File: src/rtl/sdram_arb_pkg.sv
// Shared definitions for the two-port SDRAM arbiter: state encoding, port
// indices and the bus widths used by SDRAM_Interface.
package sdram_arb_pkg;

    localparam int ADDR_W = 22;
    localparam int DATA_W = 16;

    localparam logic PORT_ADC  = 1'b0;
    localparam logic PORT_HOST = 1'b1;

    typedef enum logic [1:0] {
        IDLE      = 2'd0,
        ISSUE     = 2'd1,
        WAIT_DONE = 2'd2
    } arb_state_e;

endpackage

File: src/rtl/sdram_arb_select.sv
// Winner selection for the SDRAM arbiter: port 0 by default, port 1 once it
// has been passed over MAX_STARVE times in a row.
module sdram_arb_select
    import sdram_arb_pkg::*;
#(
    parameter int MAX_STARVE = 8
) (
    input  logic Clk,
    input  logic Reset_n,
    input  logic req0_i,
    input  logic req1_i,
    input  logic grant_i,
    input  logic grant_idx_i,
    output logic winner_o
);

    localparam int              CNT_W      = $clog2(MAX_STARVE + 1);
    localparam logic [CNT_W-1:0] STARVE_MAX = CNT_W'(MAX_STARVE);

    logic [CNT_W-1:0] starve_q;
    logic [CNT_W-1:0] starve_d;

    // Only port-0 grants that actually passed over a waiting port 1 count.
    always_comb begin
        starve_d = starve_q;
        if (grant_i) begin
            if (grant_idx_i == PORT_HOST) begin
                starve_d = '0;
            end else if (req1_i && (starve_q != STARVE_MAX)) begin
                starve_d = starve_q + CNT_W'(1);
            end
        end
    end

    always_ff @(posedge Clk or negedge Reset_n) begin
        if (!Reset_n) begin
            starve_q <= '0;
        end else begin
            starve_q <= starve_d;
        end
    end

    always_comb begin
        winner_o = PORT_ADC;
        if (req1_i && (!req0_i || (starve_q == STARVE_MAX))) begin
            winner_o = PORT_HOST;
        end
    end

endmodule

File: src/rtl/sdram_arbiter.sv
// Two-port arbiter/sequencer in front of SDRAM_Interface: grants one request
// at a time, drives the controller handshake and returns Ack/Done/Rdata.
module sdram_arbiter
    import sdram_arb_pkg::*;
#(
    parameter int MAX_STARVE = 8,
    parameter int TIMEOUT    = 1024
) (
    input  logic              Clk,
    input  logic              Reset_n,
    input  logic              Req0,
    input  logic              Req1,
    input  logic              WnR0,
    input  logic              WnR1,
    input  logic [ADDR_W-1:0] Addr0,
    input  logic [ADDR_W-1:0] Addr1,
    input  logic [DATA_W-1:0] Wdata0,
    input  logic [DATA_W-1:0] Wdata1,
    output logic              Ack0,
    output logic              Ack1,
    output logic              Done0,
    output logic              Done1,
    output logic [DATA_W-1:0] Rdata,
    output logic              Err,
    output logic              MemReq,
    output logic              MemWnR,
    output logic [ADDR_W-1:0] MemAddr,
    output logic [DATA_W-1:0] MemWdata,
    input  logic [DATA_W-1:0] MemRdata,
    input  logic              MemBusy,
    input  logic              MemAck
);

    localparam int              WD_W    = $clog2(TIMEOUT + 1);
    localparam logic [WD_W-1:0] WD_LAST = WD_W'(TIMEOUT - 1);

    arb_state_e state_q;
    arb_state_e state_d;

    logic              owner_q,     owner_d;
    logic              mem_req_q,   mem_req_d;
    logic              mem_wnr_q,   mem_wnr_d;
    logic [ADDR_W-1:0] mem_addr_q,  mem_addr_d;
    logic [DATA_W-1:0] mem_wdata_q, mem_wdata_d;
    logic [DATA_W-1:0] rdata_q,     rdata_d;
    logic              err_q,       err_d;
    logic              ack0_q,      ack0_d;
    logic              ack1_q,      ack1_d;
    logic              done0_q,     done0_d;
    logic              done1_q,     done1_d;
    logic [WD_W-1:0]   wdog_q,      wdog_d;

    logic winner;
    logic grant;
    logic timeout;
    logic ack_hit;
    logic done_hit;

    assign grant   = (state_q == IDLE) && !MemBusy && (Req0 || Req1);
    assign timeout = ((state_q == ISSUE) || (state_q == WAIT_DONE)) && (wdog_q == WD_LAST);

    sdram_arb_select #(
        .MAX_STARVE (MAX_STARVE)
    ) u_select (
        .Clk         (Clk),
        .Reset_n     (Reset_n),
        .req0_i      (Req0),
        .req1_i      (Req1),
        .grant_i     (grant),
        .grant_idx_i (winner),
        .winner_o    (winner)
    );

    always_ff @(posedge Clk or negedge Reset_n) begin
        if (!Reset_n) begin
            state_q <= IDLE;
        end else begin
            state_q <= state_d;
        end
    end

    // The watchdog wins over a same-cycle Ack or Busy release so the error
    // always fires exactly TIMEOUT cycles after the request went out.
    always_comb begin
        state_d = state_q;
        unique case (state_q)
            IDLE: begin
                if (grant) begin
                    state_d = ISSUE;
                end
            end
            ISSUE: begin
                if (timeout) begin
                    state_d = IDLE;
                end else if (MemAck) begin
                    state_d = WAIT_DONE;
                end
            end
            WAIT_DONE: begin
                if (timeout || !MemBusy) begin
                    state_d = IDLE;
                end
            end
            default: state_d = IDLE;
        endcase
    end

    always_comb begin
        owner_d     = owner_q;
        mem_req_d   = mem_req_q;
        mem_wnr_d   = mem_wnr_q;
        mem_addr_d  = mem_addr_q;
        mem_wdata_d = mem_wdata_q;
        rdata_d     = rdata_q;
        err_d       = err_q;
        wdog_d      = '0;
        ack_hit     = 1'b0;
        done_hit    = 1'b0;

        unique case (state_q)
            IDLE: begin
                if (grant) begin
                    owner_d   = winner;
                    mem_req_d = 1'b1;
                    if (winner == PORT_HOST) begin
                        mem_wnr_d   = WnR1;
                        mem_addr_d  = Addr1;
                        mem_wdata_d = Wdata1;
                    end else begin
                        mem_wnr_d   = WnR0;
                        mem_addr_d  = Addr0;
                        mem_wdata_d = Wdata0;
                    end
                end
            end
            ISSUE: begin
                wdog_d = wdog_q + WD_W'(1);
                if (timeout) begin
                    err_d     = 1'b1;
                    mem_req_d = 1'b0;
                    rdata_d   = '0;
                    done_hit  = 1'b1;
                end else if (MemAck) begin
                    // Drop Req with the Ack so the controller cannot re-accept it.
                    mem_req_d = 1'b0;
                    ack_hit   = 1'b1;
                end
            end
            WAIT_DONE: begin
                wdog_d = wdog_q + WD_W'(1);
                if (timeout) begin
                    err_d    = 1'b1;
                    rdata_d  = '0;
                    done_hit = 1'b1;
                end else if (!MemBusy) begin
                    if (!mem_wnr_q) begin
                        rdata_d = MemRdata;
                    end
                    done_hit = 1'b1;
                end
            end
            default: ;
        endcase

        ack0_d  = ack_hit  && (owner_q == PORT_ADC);
        ack1_d  = ack_hit  && (owner_q == PORT_HOST);
        done0_d = done_hit && (owner_q == PORT_ADC);
        done1_d = done_hit && (owner_q == PORT_HOST);
    end

    always_ff @(posedge Clk or negedge Reset_n) begin
        if (!Reset_n) begin
            owner_q     <= PORT_ADC;
            mem_req_q   <= 1'b0;
            mem_wnr_q   <= 1'b0;
            mem_addr_q  <= '0;
            mem_wdata_q <= '0;
            rdata_q     <= '0;
            err_q       <= 1'b0;
            ack0_q      <= 1'b0;
            ack1_q      <= 1'b0;
            done0_q     <= 1'b0;
            done1_q     <= 1'b0;
            wdog_q      <= '0;
        end else begin
            owner_q     <= owner_d;
            mem_req_q   <= mem_req_d;
            mem_wnr_q   <= mem_wnr_d;
            mem_addr_q  <= mem_addr_d;
            mem_wdata_q <= mem_wdata_d;
            rdata_q     <= rdata_d;
            err_q       <= err_d;
            ack0_q      <= ack0_d;
            ack1_q      <= ack1_d;
            done0_q     <= done0_d;
            done1_q     <= done1_d;
            wdog_q      <= wdog_d;
        end
    end

    assign Ack0     = ack0_q;
    assign Ack1     = ack1_q;
    assign Done0    = done0_q;
    assign Done1    = done1_q;
    assign Rdata    = rdata_q;
    assign Err      = err_q;
    assign MemReq   = mem_req_q;
    assign MemWnR   = mem_wnr_q;
    assign MemAddr  = mem_addr_q;
    assign MemWdata = mem_wdata_q;

endmodule

File: config.mk
export PLATFORM = sky130hd
export DESIGN_NAME = sdram_arbiter
export DESIGN_NICKNAME = d
export VERILOG_FILES = /design/src/rtl/sdram_arb_pkg.sv /design/src/rtl/sdram_arb_select.sv /design/src/rtl/sdram_arbiter.sv
export SDC_FILE = /design/constraint.sdc
export NUM_CORES = 1
export LEC_CHECK = 0
export CAP_MARGIN = 20
export CORE_MARGIN = 2
export CORE_UTILIZATION = 43
export CTS_CLUSTER_DIAMETER = 150
export CTS_CLUSTER_SIZE = 40
export DETAILED_ROUTE_END_ITERATION = 12
export PLACE_DENSITY = 0.77
export SLEW_MARGIN = 20
export SYNTH_ARGS = -nofsm -noshare
export SYNTH_HDL_FRONTEND = slang
export SYNTH_SLANG_ARGS = --single-unit
File: constraint.sdc
create_clock -name Clk -period 2.2 [get_ports Clk]
set_clock_uncertainty 0.2 [all_clocks]
set_input_delay 0.33 -clock Clk [delete_from_list [all_inputs] [get_ports Clk]]
set_output_delay 0.33 -clock Clk [all_outputs]
set_load 0.01 [all_outputs]
; After elaboration in Yosys (flattened, before gate mapping)
; Index checks and enable logic that the tools add are counted.
[op_classes]
addsub = 2
n_eq_ne = 11
mux = 28
bitwise_logic = 1
n_reduce_logical = 26
[ops]
columns = cell, n
row1 = $mux 16, 5
row2 = $pmux 16 s2, 1
row3 = $mux 22, 1
row4 = $add 11x1->11 const B, 1
row5 = $eq 11x10->1 const B, 1
row6 = $mux 1, 11
row7 = $mux 11, 1
row8 = $logic_and 1x1->1, 9
row9 = $ne 3x3->1 const B, 3
row10 = $mux 2, 4
row11 = $mux 4, 2
row12 = $pmux 2 s3, 1
row13 = $reduce_and 2->1, 3
row14 = $reduce_and 3->1, 2
row15 = $reduce_bool 2->1, 3
row16 = $add 4x1->4 const B, 1
row17 = $eq 4x4->1 const B, 1
row18 = $logic_or 1x1->1, 4
row19 = $ne 2x2->1 const B, 2
row20 = $ne 4x4->1 const B, 1
row21 = $pmux 1 s2, 2
row22 = $reduce_and 4->1, 1
row23 = $eq 2x1->1 const B, 1
row24 = $eq 2x2->1 const B, 1
row25 = other kinds (5), 6
[totals]
ff_bits = 79
in_bits = 100
output_inout_bits = 61
word_cells = 82

; Logic depth before layout (Yosys ltp)
[depth]
word_depth = 6
mapped_depth = 8
depth_no_buf = 6

; By module
; Synthesis repeated with hierarchy kept, for this count alone.
[unflattened]
hier_cells = 365
hier_area_um2 = 3786.1
[modules_own_cells]
columns = module, n_inst, cells_each, area_per_inst_um2, seq_area_each_um2
row1 = sdram_arbiter, 1, 336, 3525.9, 1876.8
row2 = sdram_arb_select, 1, 29, 260.2, 100.1

; Worst setup path after synthesis
; OpenSTA, ideal clock, no wires.
[synth_timing]
path_type = reg-to-reg
start = register state_q[1]
end = register state_q[0]
setup_time_ns = 0.125
t_arrival_ns = 1.587
required_time_ns = 1.875
path_slack_ns = 0.288
stages_incl_launch_ff = 7
path_buffers = 0
period_less_slack_ns = 1.912
cell_sequence = dfrtp_1 -> inv_1 -> ha_1 -> nor2b_1 -> nand4_4 -> a21oi_1 -> mux2_2
[synth_between]
elab_chain_cells = 6
word_cells_on_any_way = 14
cone_classes = 5 x eq/ne / 2 x mux / 7 x reduce/logical
[synth_rtl]
columns = item, line_no
row1 = start: declaration, sdram_arbiter.sv:37  ; arb_state_e state_q;
row2 = start signal: assignment, sdram_arbiter.sv:78  ; state_q <= state_d;
row3 = $eq 2x1->1 or $eq 2x2->1 (tied branches), "sdram_arbiter.sv:60, sdram_arbiter.sv:86"
row4 = $logic_or 1x1->1, sdram_arbiter.sv:60  ; assign timeout = ((state_q == ISSUE) || (state_q == WAIT_DONE)) && (wdog_q == WD_LAST);
row5 = $logic_and 1x1->1, sdram_arbiter.sv:60
row6 = $logic_or 1x1->1, sdram_arbiter.sv:100  ; if (timeout || !MemBusy) begin
row7 = $ne 2x1->1 (no line), -
row8 = $reduce_and 3->1 (no line), -
; Several ways; a longest one is shown, not always the timed one.
; A chain may end at the register's enable or synchronous reset.

; Final worst setup path
[layout_timing]
start = register state_q[0]
end = register state_q[0]
; Same word-level chain as after synthesis.

==> metrics.cfg <==
[die]
num_rows = 34
dieArea_um2 = 9550
io-pin-count = 161
die_x_um = 97.7
initial_utilization_pct = 43.7
core_um2 = 8640
die_y_um = 97.7

[synthesis]
synth_area_um2 = 3780
synthAdderAreaFrac_pct = 2.32
synthMuxAreaShare_pct = 10.6
async_reset_ff_share_pct = 100
synthXorXnorAreaFrac_pct = 2.09
synth-compound-area-share_pct = 10.8
synth-seq-cells = 79
synth_enable_flop_cells = 0
yosysWarnings = 0
synth_commonest_cells = 79 x dfrtp_1, 45 x nor2_1, 43 x a21oi_1, 39 x mux2i_1, 23 x inv_1
yosys-top-cells-area = dfrtp_1 52%, mux2i_1 10%, a21oi_1 5.7%
synth_top_cell_area_share_pct = 52.4
syn-num-nets = 469
synth_top_flop_cell = dfrtp_1
yosysSeqAreaShare_pct = 52.4
synth_top_family_by_area = simple AND/OR/NAND/NOR gates
synth_top_cell_by_area = dfrtp_1
post_synth_and_or_nand_nor_area_fraction_pct = 15.2
ys_types = 39
syn_area_per_cell_um2 = 10.4
yosysMostFrequentCell = dfrtp_1
synthCells = 362

[cts]
cts_tree = yes
h-tree-depth = 3
root_buffer = clkbuf_8
clock_latency_ns = 0.34
cts_buffers = 9
clock_path_buffers = 2
post_cts_resized = 0
clkTransAtPathRegs_ns = 0.07
cts_sinks = 79

[timing]
finalCritPeriodShare_pct = 92.7
max_clock_freq_ghz = 0.490
hold_slack_ns = 0.253
fin_setup_tns_ns = 0
tightest_slew_ns = 0.603
fin_crit_ns = 2.04
setup_violations = 0
hold_viol = 0
slew_violations = 0
slew-limit-headroom_pct = 59.8
rsz0062_at_grt = false
worst_slack_ns = 0.160

[cells_and_area]
drive_gt1_share_pct = 6.98
multi_input_area_um2 = 1560
area_delta_synth_final_pct = 52.1
antenna_cells = 0
finalInstanceArea_um2 = 5740
register_area_um2 = 1980
fillCellCount = 707
layout.nets = 633
finalCoreUtilization_pct = 66.5

[route]
viasPerCell = 5.00
ant_nets = 0
vias = 3188
firstDrtPassIters = 4
totalWireLength_um = 9270
remaining_drc_errors = 0
wl_per_cell_um = 14.5
drtIter0Drc = 109

[worst_setup_path]
end_kind = flop
start_kind = flop
worst_r2r_path_depth = 6
critPathMaxFanout = 4
crit_type = flop to flop
crit_arrival_ns = 2.06
crit_required_ns = 2.22

[outcome]
status = complete, no violations

[place]
port-buffer-count = 160
dpl.hpwl_um = 6920
placed_cell_area_um2 = 5520
place.gp.congestion = 0.788
pre_cts_slack_ns = 0.104

[pwr]
p_per_area_nw_per_um2 = 1100
power.leakage_nw = 2.44
ir_drop_mv = 0.475

[min_path]
min_path_type = flop to flop
hold_depth = 1

[global_routing]
gr-total-overflow = 0
grt_pass1_vias = 3329
antenna_found_initial = 0
grt_pass1_wl_um = 15800
grtUsageTotal_pct = 20.2
grt_max_degree = 47

[flow_run]
cap_violations = 0

placed cells by master, fill, tap and decap left out, types with 2 or more instances in the layout:
cell type	count
bufinv_16	2
nand2_1	10
buf_4	9
nand3_1	6
buf_12	5
inv_1	23
ha_1	7
a21oi_1	43
o21bai_1	2
nor2_1	45
clkbuf_8	10
xnor2_1	8
and2_1	12
mux2i_1	39
and3_1	2
dfrtp_1	79
nand4_1	20
clkdlybuf4s50_1	159
nor2b_1	3
clkbuf_1	2
o21ai_0	22
what timing repair did:
item                                   CTS  global route
buffers inserted                         0             0
endpoints found under the hold margin   44             0
hold buffers                             1             0
critical path: stages, from the launching register on:
cell	delay (ns)
dfrtp_1	0.38
inv_1	0.09
ha_1	0.30
nor2b_1	0.25
nand4_4	0.17
a21oi_1	0.19
mux2_2	0.35
state kept, by name, indices dropped and copies added (netlist names):
name,cells
MemAddr,22
MemWdata,16
Rdata,16
wdog_q,11
u_select.starve_q,4
state_q,2
Ack0,1
Ack1,1
Done0,1
Done1,1
Err,1
MemReq,1
MemWnR,1
owner_q,1
cells by family after synthesis:
family                   after synthesis
AND/OR/NAND/NOR                      108
flip-flops                            79
AO/OA/AOI/OAI                         74
buffers and inverters                 45
multiplexers                          40
XOR/XNOR                               9
adder cells (fa/ha/maj)                7
report_power, final:
part           switching (mW)  total (mW)  internal (mW)
clock network           0.512        1.18          0.666
registers               0.313        2.28           1.97
logic                    1.30        2.84           1.54
total                    2.13        6.30           4.18
path summary, 6_finish.rpt:
path,endpoint,from,slack (ns)
setup / recovery,state_q[0]$_DFFE_PN0P_,state_q[0]$_DFFE_PN0P_,0.16
hold / removal,wdog_q[0]$_DFF_PN0_,wdog_q[0]$_DFF_PN0_,0.25
setup reg to reg,state_q[0]$_DFFE_PN0P_,state_q[0]$_DFFE_PN0P_,0.16
hold reg to reg,wdog_q[0]$_DFF_PN0_,wdog_q[0]$_DFF_PN0_,0.25
max in group asynchronous,MemAddr[1]$_DFFE_PN0P_,Reset_n,0.85
min in group asynchronous,Rdata[6]$_DFFE_PN0P_,Reset_n,0.33
per-layer routing:
metal | GRT usage (%) | wire, µm
met3 | 4.89 | 542
met4 | 6.20 | 118
met1 | 25.3 | 3890
met2 | 34.9 | 4720
met5 | 0 | 0
stage by stage:
stage | std cells | power [mW]
finish | 638 | 6.30
global route | 638 | 6.76
CTS | 638 | 6.38
detailed placement | 622 | 5.18
global placement | 622 | 5.08
floorplan | 362 | 3.72
layout make-up:
type | count | share of cell area (%)
flip-flops and latches | 79 | 34.4
repair buffers | 174 | 30.8
multi-input cells | 238 | 27.1
clock buffers | 12 | 2.53
well taps | 108 | 2.35
inverters | 24 | 1.57
clock inverters | 3 | 1.18
Power figures use the tool's default switching activity.
==> variant, RTL diff (same settings) <==
`rdata_q` no longer has a reset.
--- a/src/rtl/sdram_arbiter.sv
+++ b/src/rtl/sdram_arbiter.sv
@@ -177,3 +177,2 @@
             mem_wdata_q <= '0;
-            rdata_q     <= '0;
             err_q       <= 1'b0;
@@ -190,3 +189,2 @@
             mem_wdata_q <= mem_wdata_d;
-            rdata_q     <= rdata_d;
             err_q       <= err_d;
@@ -198,2 +196,6 @@
         end
+    end
+
+    always_ff @(posedge Clk) begin
+        rdata_q <= rdata_d;
     end
Function: differs if Reset_n is asserted again (counterexample within 4 cycles, from zero or initial values and one cycle with Reset_n low); with Reset_n held inactive, the same outputs for 4 cycles.
==> variant against the unedited design <==
  * Total power shrank 1.4%
  * Sequential share of layout area grew 1.0 points
  * Sequential cell count is the same
  * Largest power group unchanged
  * Final area grew 1.1%
  * Synthesized area grew 1.9%
  * Non-clock buffer count grew 2
  * First-iteration DRC count shrank 39%
  * Critical path type unchanged
  * Count of clock-buffer cells in the layout shrank 1
  * Setup slack lost 0.058 ns
  * Routed wire length shrank 8.9%
==> variant: results (changes against the unedited design) <==
qor: logic_synthesis.async_reset_ff_share 79.7% [-20 points]
qor: sta.max_slew_headroom_at_the_worst_pin 56.3% [-3.5 points]
qor: outcome.run_status finished, final reports clean
qor: placed_design.gp_congestion 0.750 [-4.8%]
qor: cts.total_clock_buffers_created_by_cts 9 [unchanged]
qor: cells_and_area.design.final.nets 602 [-4.9%]
qor: cells_and_area.final_layout_size_suffix_gt1_share 16.4% [+9.4 points]
qor: global_route.grt_max_degree 41 [-13%]
qor: power.intPower 4120 uW [-1.4%]
qor: logic_synthesis.synth_seq_area_share 53.4% [+1.1 points]
qor: placed_design.post_dp_hpwl 6.64 mm [-4.0%]
qor: cells_and_area.register_area 2060 sq um [+4.1%]
qor: logic_synthesis.synthesis.nets 431 [-8.1%]
qor: cells_and_area.antenna_cells_inserted 0 [unchanged]
qor: logic_synthesis.synth-warning-count 0 [unchanged]
qor: logic_synthesis.synth_commonest_cells 63 x dfrtp_1, 42 x nor2_1, 39 x a21oi_2, 39 x mux2i_1, 26 x and2_1
qor: global_route.global_route.usage.total 17.6% [-2.7 points]
qor: drt.avgViaCountPerCell 4.79 [-4.2%]
qor: power.irDropWorstVdd 0.000494 V [+4.0%]
qor: drt.drt_first_iter_violations 67 [-39%]
qor: critical_path.critical_path.max_fanout 8 [+4]
qor: logic_synthesis.synth.distinct_cells 43 [+10%]
qor: critical_path.cp_data_arrival_time 2.12 ns [+0.06 ns]
qor: drt.wl_cell 13.9 microns [-4.4%]
qor: placed_design.detailed_place.area 5560 sq um [+0.66%]
qor: global_route.initial_antenna_violation_count 0 [unchanged]
qor: logic_synthesis.post_synth_main_area_contributors dfrtp_1 41%, edfxtp_1 12%, mux2i_1 10%
qor: global_route.first_global_vias 2839 [-15%]
qor: power.leakage 0.00239 uW [-2.4%]
qor: global_route.global_route_wire_length_before_repair 13.7 mm [-13%]
qor: cells_and_area.n_fill_cell 677 [-4.2%]
qor: placed_design.numPortBuffers 160 [unchanged]
qor: cts.clock_insertion_delay_worst_skew 0.35 ns
qor: logic_synthesis.number_of_enable_flip_flop_cells_after_synthesis 16 [+16]
variant: per-layer routing:
metal  share of wire [%]  GRT usage (%)  routed length, microns  up-vias
met4                 1.9           7.48                     163        0
met1                  41           21.6                    3450     1339
met5                   0              0                       0        -
met3                 7.6           4.40                     643       14
met2                  50           29.6                    4190      100
li1                    -              -                       -     1459
variant: kinds of logic after synthesis:
logic type      synth area share [%]
simple gates                    13.9
xor+xnor                        1.82
mux                             10.5
buf+inv                         4.91
fa+ha+maj                       2.28
flops                           53.4
compound gates                  13.1
variant: critical path, stage by stage (launching register included):
cell     delay (ns)
dfrtp_1        0.40
inv_1          0.12
ha_1           0.26
and4b_1        0.21
and3_2         0.25
buf_4          0.16
nor2b_4        0.19
and2_4         0.17
variant: repair_timing:
action	4_1_cts	5_1_grt
hold buffers	1	0
gates resized for setup	0	5
buffers inserted	0	1
endpoints found under the setup margin	0	32
hold endpoints to repair	27	0
variant: stage by stage:
stage / total power [uW] / std cells / worst slack [ns] / hold WS [ns]
final: 6220 / 608 / 0.102 / 0.254
after detailed placement: 5140 / 589 / 0.0475 / 0.196
after global routing: 6620 / 608 / 0.00194 / 0.275
after CTS: 6260 / 606 / 0.0301 / 0.251
after floorplan: 3870 / 324 / 0.139 / -0.166
after global placement: 5060 / 589 / 0.134 / 0.203
variant: cell type report:
cell class	instances	share of cell area, %
multi-input cells	222	28.2
clock buffers	11	2.61
clock inverters	5	0.948
well taps	108	2.33
inverters	7	0.453
flip-flops and latches	79	35.4
repair buffers	176	30.0
variant: worst paths after layout:
| kind | end | from | slack, ns | cells past startpoint |
|---|---|---|---|---|
| worst min register to register | Done0 | owner_q | 0.25 | 1 |
| worst max-delay path | Rdata[4] | state_q[1] | 0.10 | 7 |
| worst min-delay path | Done0 | owner_q | 0.25 | 1 |
| max in group asynchronous | MemAddr[14] | Reset_n | 0.78 | 3 |
| min in group asynchronous | MemAddr[20] | Reset_n | 0.33 | 2 |
| worst max register to register | Rdata[4] | state_q[1] | 0.10 | 7 |
variant: power groups by stage:
stage / combinational (uW) / sequential [uW] / clock (uW)
after floorplan: 1400 / 2470 / 0
after global placement: 2780 / 2270 / 0
after detailed placement: 2840 / 2300 / 0
after CTS: 2860 / 2270 / 1130
after global routing: 3120 / 2330 / 1170
final: 2850 / 2260 / 1100
